--- config.mk ---
export PLATFORM = sky130hd
export DESIGN_NAME = avg_filter_pipe
export DESIGN_NICKNAME = d
export VERILOG_FILES = /design/src/rtl/filt_pkg.sv /design/src/rtl/sat_shift.sv /design/src/rtl/avg_filter_pipe.sv
export SDC_FILE = /design/constraint.sdc
export NUM_CORES = 1
export LEC_CHECK = 0
export BUFFER_PORTS_ARGS = -buffer_cell sky130_fd_sc_hd__buf_4
export CAP_MARGIN = 20
export CORE_UTILIZATION = 55
export DETAILED_ROUTE_END_ITERATION = 12
export PLACE_DENSITY = 0.73
export SLEW_MARGIN = 0
export SYNTH_ARGS = -nofsm -noshare
export SYNTH_HDL_FRONTEND = slang
export SYNTH_SLANG_ARGS = --single-unit
--- constraint.sdc ---
create_clock -name clk -period 7 [get_ports clk]
set_input_delay 1.4 -clock clk [delete_from_list [all_inputs] [get_ports clk]]
set_output_delay 1.4 -clock clk [all_outputs]
set_load 0.02 [all_outputs]
--- src/rtl/filt_pkg.sv ---
// Shared definitions for the moving-sum filter: delay-line modes and accumulator sizing.
package filt_pkg;

    typedef enum logic [1:0] {
        MODE_SHIFT = 2'b00,
        MODE_SWAP  = 2'b01,
        MODE_HOLD  = 2'b10,
        MODE_CLEAR = 2'b11
    } mode_e;

    // The sum has TAPS+2 terms (new sample, stored taps, feedback), so this width never overflows.
    function automatic int acc_width(input int data_w, input int taps);
        return data_w + $clog2(taps + 2);
    endfunction

endpackage

--- src/rtl/sat_shift.sv ---
// Combinational arithmetic right shift (floor) followed by signed saturation to OUT_W bits.
module sat_shift #(
    parameter int IN_W  = 35,
    parameter int OUT_W = 32,
    parameter int SHIFT = 2
) (
    input  logic [IN_W-1:0]  acc,
    output logic [OUT_W-1:0] result,
    output logic             sat
);

    logic signed [IN_W-1:0]  shifted;
    logic [IN_W-OUT_W:0]     upper;

    assign shifted = $signed(acc) >>> SHIFT;
    assign upper   = shifted[IN_W-1:OUT_W-1];

    // The value fits only when every bit above the output sign bit copies that sign bit.
    always_comb begin
        sat    = !((&upper) || !(|upper));
        result = shifted[OUT_W-1:0];
        if (sat) begin
            result = shifted[IN_W-1] ? {1'b1, {(OUT_W-1){1'b0}}}
                                     : {1'b0, {(OUT_W-1){1'b1}}};
        end
    end

endmodule

--- src/rtl/avg_filter_pipe.sv ---
// Two-stage moving-sum filter: stage 1 sums the new sample, the delay line and the fed-back
// output; stage 2 shifts and saturates into o_y0. The delay line updates per sample by mode.
module avg_filter_pipe
    import filt_pkg::*;
#(
    parameter int DATA_W = 32,
    parameter int TAPS   = 3,
    parameter int SHIFT  = 2,
    parameter int FB_EN  = 1
) (
    input  logic              clk,
    input  logic              rst,
    input  logic              i_valid,
    input  logic [DATA_W-1:0] i_x0,
    input  logic [1:0]        i_sel,
    output logic              o_valid,
    output logic [DATA_W-1:0] o_y0,
    output logic              o_sat
);

    localparam int ACC_W = acc_width(DATA_W, TAPS);

    logic [DATA_W-1:0]       line_q [1:TAPS];
    logic [DATA_W-1:0]       line_d [1:TAPS];
    logic [DATA_W-1:0]       y_fb;
    logic signed [ACC_W-1:0] sum;
    logic signed [ACC_W-1:0] s1_sum;
    logic                    s1_valid;
    logic [DATA_W-1:0]       sat_val;
    logic                    sat_flag;
    mode_e                   mode;

    assign mode = mode_e'(i_sel);
    assign y_fb = (FB_EN != 0) ? o_y0 : '0;

    // NOTE: blocking '=' is right for accumulating inside always_comb; registers below use '<=' only.
    always_comb begin
        sum = ACC_W'($signed(i_x0)) + ACC_W'($signed(y_fb));
        for (int k = 1; k <= TAPS; k++) begin
            sum += ACC_W'($signed(line_q[k]));
        end
    end

    // NOTE: copying the current contents first gives every path a value, so no latch is inferred.
    always_comb begin
        line_d = line_q;
        if (i_valid) begin
            case (mode)
                MODE_SHIFT: begin
                    line_d[1] = i_x0;
                    for (int k = 2; k <= TAPS; k++) line_d[k] = line_q[k-1];
                end
                MODE_SWAP: begin
                    line_d[1] = line_q[2];
                    line_d[2] = i_x0;
                    line_d[3] = line_q[1];
                    for (int k = 4; k <= TAPS; k++) line_d[k] = line_q[k-1];
                end
                MODE_CLEAR: begin
                    for (int k = 1; k <= TAPS; k++) line_d[k] = '0;
                end
                default: ;
            endcase
        end
    end

    sat_shift #(
        .IN_W  (ACC_W),
        .OUT_W (DATA_W),
        .SHIFT (SHIFT)
    ) u_sat_shift (
        .acc    (s1_sum),
        .result (sat_val),
        .sat    (sat_flag)
    );

    always_ff @(posedge clk) begin
        if (rst) begin
            // NOTE: the delay line is a small flop bank, not a RAM, so clearing it on reset is intended.
            for (int k = 1; k <= TAPS; k++) line_q[k] <= '0;
            s1_sum   <= '0;
            s1_valid <= 1'b0;
            o_valid  <= 1'b0;
            o_y0     <= '0;
            o_sat    <= 1'b0;
        end else begin
            line_q   <= line_d;
            s1_valid <= i_valid;
            if (i_valid) s1_sum <= sum;
            o_valid  <= s1_valid;
            if (s1_valid) begin
                o_y0  <= sat_val;
                o_sat <= sat_flag;
            end
        end
    end

endmodule

==> results of run 1 <==
[stage by stage]
stage	area [µm²]	worst slack [ns]
after detailed placement	12100	1.63
final	12700	2.05
after CTS	12700	2.06
after floorplan	11500	1.96
after global placement	12100	1.62
after global routing	12700	1.85
[worst reg2reg max path, delay by kind of cell, from the launching register on]
| kind | cells | cell delay [ns] |
|---|---|---|
| adders and majority gates | 4 | 1.85 |
| AOI/OAI and AO/OA | 6 | 1.22 |
| DFF | 1 | 0.36 |
| xor gates and xnor gates | 1 | 0.24 |
| buffers and inverters | 4 | 0.21 |
| and+or+nand+nor | 1 | 0.20 |
[path summary, 6_finish.rpt]
check             startpoint          to  slack, ns  cells past startpoint
hold / removal    s1_sum[21]  s1_sum[21]       0.45                      2
setup / recovery    i_x0[10]  s1_sum[29]       2.05                     17
hold reg to reg   s1_sum[21]  s1_sum[21]       0.45                      2
setup reg to reg    o_y0[10]  s1_sum[29]       2.75                     16
[flip-flops by register name, summed over array words and instances, names as in the netlist]
register  count
s1_valid      1
line_q       96
o_y0         32
s1_sum       33
o_valid       1
o_sat         1
[kinds of logic after synthesis]
logic type                 after synthesis  share of synthesized area
AOI/OAI and AO/OA                      351                      0.205
xor gates and xnor gates                25                     0.0191
adders and majority gates              133                      0.209
buffers and inverters                  370                      0.122
DFF                                    164                      0.286
muxes                                   50                     0.0478
and+or+nand+nor                        307                      0.111
[report_power, final]
part / total (W) / switching, W / internal (W)
sequential: 0.00107 / 0.0000589 / 0.00101
clock: 0.000973 / 0.000394 / 0.000579
combinational: 0.00103 / 0.000640 / 0.000389
total: 0.00307 / 0.00109 / 0.00198
[cell type report]
type,instances,area (µm²),share of cell area
Timing Repair Buffer,79,606,0.0477
Inverter,285,1070,0.0842
Sequential cell,164,3280,0.259
Multi-Input combinational cell,866,6810,0.536
Clock inverter,8,126,0.00995
Clock buffer,23,468,0.0369
Tap cell,270,338,0.0266
[cells in the mapped netlist (4+ instances only)]
cell type | number | share of area
a211oi_1 | 37 | 0.024
a21o_1 | 18 | 0.012
a21oi_1 | 66 | 0.029
a21oi_2 | 6 | 0.0046
a22oi_1 | 95 | 0.062
a31oi_1 | 5 | 0.0027
buf_1 | 11 | 0.0036
clkbuf_1 | 71 | 0.023
dfxtp_1 | 164 | 0.29
fa_1 | 98 | 0.17
ha_1 | 35 | 0.038
inv_1 | 284 | 0.093
mux2_2 | 38 | 0.037
mux2i_1 | 12 | 0.010
nand2_1 | 99 | 0.032
nand2b_1 | 4 | 0.0022
nand3_1 | 7 | 0.0031
nand4_1 | 8 | 0.0044
nor2_1 | 165 | 0.054
nor2b_1 | 5 | 0.0027
o211ai_1 | 5 | 0.0033
o21ai_0 | 76 | 0.033
o21ai_1 | 9 | 0.0039
o21bai_1 | 6 | 0.0039
xnor2_1 | 15 | 0.011
xor2_1 | 10 | 0.0076
[routing by layer]
layer	global-route usage	up-vias	part of all wire
met5	0	-	0
li1	-	4555	-
met3	0.0488	25	0.042
met4	0.0641	0	0.014
met1	0.342	4358	0.49
met2	0.385	189	0.46
==> impl_metrics.py, run 1 <==
metrics = {
    "cts": {
        "h-tree-depth": 4,
        "root_buffer": "clkbuf_16",
        "holdBufCountCts": 0,
        "clk_latency_ns": 0.43,
        "path_clk_slew_ns": 0.06,
        "cts.sinks": 164,
        "cts_tree": "done",
        "cts_resized": 0,
        "cts_inserted_buffers": 17,
        "cts_setup_buffers": 0,
        "cts.path.max_buffers": 2,
    },
    "timing": {
        "clock_skew_ns": 0.00885,
        "rsz0062_at_grt": "false",
        "slew_violations": 0,
        "period_needed_ns": 4.95,
        "finalCritPeriodShare": 0.708,
        "slew-limit-headroom": 0.231,
        "hold_viol": 0,
        "whs_ns": 0.453,
        "finalSetupViolations": 0,
        "setup-tns-final_ns": 0,
        "worstMarginPinSlew_ns": 1.15,
        "clock.fmax_mhz": 202,
    },
    "cells_and_area": {
        "fin_cells": 1695,
        "n_fill_cell": 1799,
        "diodes": 0,
        "drive_gt1_frac": 0.118,
        "post-route-util": 0.626,
        "layout_commonest_cell": "inv_1",
        "layout-area-overhead-vs-synth_pct": 10.8,
        "layout.nets": 1583,
        "most-common-layout-cells": "284 x inv_1, 164 x nor2_1, 163 x dfxtp_1",
    },
    "pwr": {
        "fin_total_pwr_w": 0.00307,
        "power_density_mw_per_mm2": 242,
        "power_leakage_nw": 5.77,
        "peakVddDrop_mv": 0.174,
    },
    "synth": {
        "yosysSeqAreaShare": 0.286,
        "synth_edf_count": 0,
        "synth_top_flop_cell": "dfxtp_1",
        "synth_warnings": 0,
        "ys_types": 59,
        "syn_inst": 1400,
        "ys_async_sr_fraction": 0,
        "syn_area_mm2": 0.0115,
        "syn_area_per_cell_um2": 8.19,
        "ys_ff_latch": 164,
        "syn_nets": 1570,
    },
    "run": {
        "cap_violations": 0,
    },
    "critical_path": {
        "critPathBufInv": 5,
        "path_class": "input pin to register",
        "end_kind": "register",
        "cp.arrival_ns": 5.22,
        "slowest_delay_ns": 0.53,
        "critPathMaxFanout": 5,
        "worstPathRequired_ns": 7.26,
        "cp_cell_sequence": "buf_4, inv_1, fa_1, inv_1, fa_1, inv_1, fa_1, inv_1, ha_1, a21oi_2, o21bai_1, a21oi_1, nor2b_1, a21oi_2, o31ai_2, xor2_1, a211oi_1",
        "path_delay_family": "adder cells",
        "cp_slowest_cell": "fa_1",
        "cp_common_cell": "inv_1",
        "critPathLaunchType": "input pin",
    },
    "place": {
        "gp_congestion": 0.863,
        "dp_hpwl_um": 17000,
        "io_buffers": 70,
        "dp_cells": 1663,
    },
    "hold_path": {
        "hold_class": "register to register",
    },
    "detailed_routing": {
        "routed_via_density": 5.38,
        "drt_iter0_markers": 520,
        "vias": 9127,
        "wl_per_cell_um": 14.5,
        "postRouteAntennaNets": 0,
        "wirelength_um": 24600,
        "drc": 0,
        "first_pass_iters": 5,
    },
    "global_routing": {
        "gr-total-overflow": 0,
        "track_usage": 0.244,
        "grt_max_degree": 97,
        "grt_pass1_wl_um": 42800,
        "antenna_found_initial": 0,
        "grt_pass1_vias": 8906,
    },
    "die": {
        "std_cell_rows": 52,
        "core_area_mm2": 0.0203,
        "die_y_um": 146,
        "die-area_mm2": 0.0214,
        "start_util": 0.565,
        "ioPinCount": 71,
        "die_x_um": 146,
    },
    "outcome": {
        "status": "finished, final reports clean",
    },
}
Note: power is estimated with default switching activity, not from simulation.
==> run 2, diff against run 1 <==
PLACE_DENSITY = 0.76   (was 0.73)
clock period = 4.3 ns   (was 7 ns; I/O delays follow)
==> run 2 against run 1 <==
Compared with the run above:
- non-clock buffer count is 92 higher
- setup slack worse by 2.0 ns
- final cell count is 5.5% higher
- count of clock-buffer cells in the layout is 2 lower
- register-to-register slack worse by 2.6 ns
- critical path depth stayed put
- via count is 6.7% higher
- largest power group is now combinational logic
- sequential share of layout area is 1.6 points lower
==> impl_metrics.py, run 2 (synthesis results as in run 1) <==
metrics = {
    "pwr": {
        "power_density_mw_per_mm2": 397,
        "power_leakage_nw": 6.23,
        "peakVddDrop_mv": 0.272,
        "fin_total_pwr_w": 0.00539,
    },
    "timing": {
        "hold_viol": 0,
        "period_needed_ns": 4.27,
        "finalSetupViolations": 0,
        "whs_ns": 0.453,
        "worstMarginPinSlew_ns": 0.831,
        "finalCritPeriodShare": 0.992,
        "clock.fmax_mhz": 234,
        "setup_slack_ns": 0.0349,
        "clock_skew_ns": 0.0100,
        "slew-limit-headroom": 0.445,
        "rsz0062_at_grt": "true",
        "setup-tns-final_ns": 0,
        "slew_violations": 0,
    },
    "cts": {
        "clk_latency_ns": 0.44,
        "cts.path.max_buffers": 2,
        "cts_tree": "done",
        "h-tree-depth": 4,
        "root_buffer": "clkbuf_16",
        "cts.sinks": 164,
        "path_clk_slew_ns": 0.06,
        "cts_inserted_buffers": 17,
    },
    "cells_and_area": {
        "seqCellArea_mm2": 0.00328,
        "reg_top3": "line_q (96), s1_sum (33), o_y0 (32)",
        "layout-area-overhead-vs-synth_pct": 18.3,
        "post-route-util": 0.668,
        "largest_reg_flops": 96,
        "layout.nets": 1675,
        "top_register": "line_q",
        "most-common-layout-cells": "280 x inv_1, 167 x buf_4, 163 x nor2_1, 163 x dfxtp_1, 98 x nand2_1",
        "drive_gt1_frac": 0.190,
        "layout_commonest_cell": "inv_1",
        "multi_input_area_mm2": 0.00694,
        "diodes": 0,
        "n_fill_cell": 1653,
    },
    "place": {
        "gp_congestion": 0.902,
        "place_worst_setup_slack_ns": -0.397,
        "dp_hpwl_um": 18000,
        "io_buffers": 70,
    },
    "global_routing": {
        "grt_pass1_wl_um": 44800,
        "grt_pass1_vias": 9531,
        "track_usage": 0.255,
        "grt_max_degree": 69,
        "gr-total-overflow": 0,
        "antenna_found_initial": 0,
    },
    "critical_path": {
        "critPathLaunchType": "input pin",
        "worstPathRequired_ns": 4.62,
        "critPathMaxFanout": 6,
        "cp.arrival_ns": 4.58,
        "end_kind": "register",
        "path_class": "input pin to register",
    },
    "die": {
        "die_x_um": 146,
        "ioPinCount": 71,
        "core_area_mm2": 0.0203,
        "die-area_mm2": 0.0214,
        "start_util": 0.565,
        "std_cell_rows": 52,
        "die_y_um": 146,
    },
    "detailed_routing": {
        "vias": 9736,
        "wl_per_cell_um": 14.8,
        "routed_via_density": 5.45,
        "postRouteAntennaNets": 0,
        "first_pass_iters": 5,
        "wirelength_um": 26500,
        "drt_iter0_markers": 736,
        "drc": 0,
    },
    "outcome": {
        "status": "finished, final reports clean",
    },
    "run": {
        "cap_violations": 0,
    },
    "hold_path": {
        "hold_class": "register to register",
    },
}
[run 2: worst max-delay path, stage by stage]
cell      delay, ns
buf_8          0.08
inv_4          0.03
fa_1           0.54
inv_2          0.04
fa_1           0.50
inv_1          0.05
fa_1           0.54
inv_1          0.05
ha_1           0.26
nand4b_1       0.13
a21oi_2        0.25
nor2_2         0.07
o21ai_2        0.21
a31oi_4        0.14
o31ai_4        0.44
a211oi_2       0.13
a221o_1        0.27
[run 2: what timing repair did]
item                                    in CTS  in global routing
hold buffers                                 0                  0
buffers inserted                             0                  7
endpoints found under the setup margin       0                 13
gates resized for setup                      0                 28
[run 2: cell type report]
type / instances / share of cell area
multi-input cells: 866 / 0.512
well taps: 270 / 0.0249
flip-flops and latches: 164 / 0.242
clock inverters: 11 / 0.0111
inverters: 285 / 0.0791
repair buffers: 171 / 0.0967
clock buffers: 21 / 0.0340
[run 2: final timing paths]
path / startpoint / end / slack [ns] / cells after the start
hold / removal: s1_sum[26] / s1_sum[26] / 0.45 / 2
setup / recovery: i_x0[2] / s1_sum[32] / 0.03 / 17
hold reg to reg: s1_sum[26] / s1_sum[26] / 0.45 / 2
setup reg to reg: o_y0[2] / s1_sum[32] / 0.12 / 16
[run 2: where the power goes]
| part | switching [W] | internal, W |
|---|---|---|
| combinational | 0.00115 | 0.000882 |
| clock | 0.000669 | 0.000948 |
| sequential | 0.0000975 | 0.00164 |
| total | 0.00192 | 0.00347 |
[run 2: per-stage QoR]
| step | instances | instance area (µm²) |
|---|---|---|
| 2_1_floorplan | 1400 | 11500 |
| 3_3_place_gp | 1748 | 12800 |
| 3_5_place_dp | 1748 | 12800 |
| 4_1_cts | 1780 | 13400 |
| 5_1_grt | 1788 | 13600 |
| 6_report | 1788 | 13600 |
[run 2: metal layers]
metal	vias to the layer above	routed length, µm	track usage
met2	237	13000	0.432
li1	4744	-	-
met3	46	1160	0.0416
met5	-	0	0
met4	0	458	0.0729
met1	4709	11800	0.335
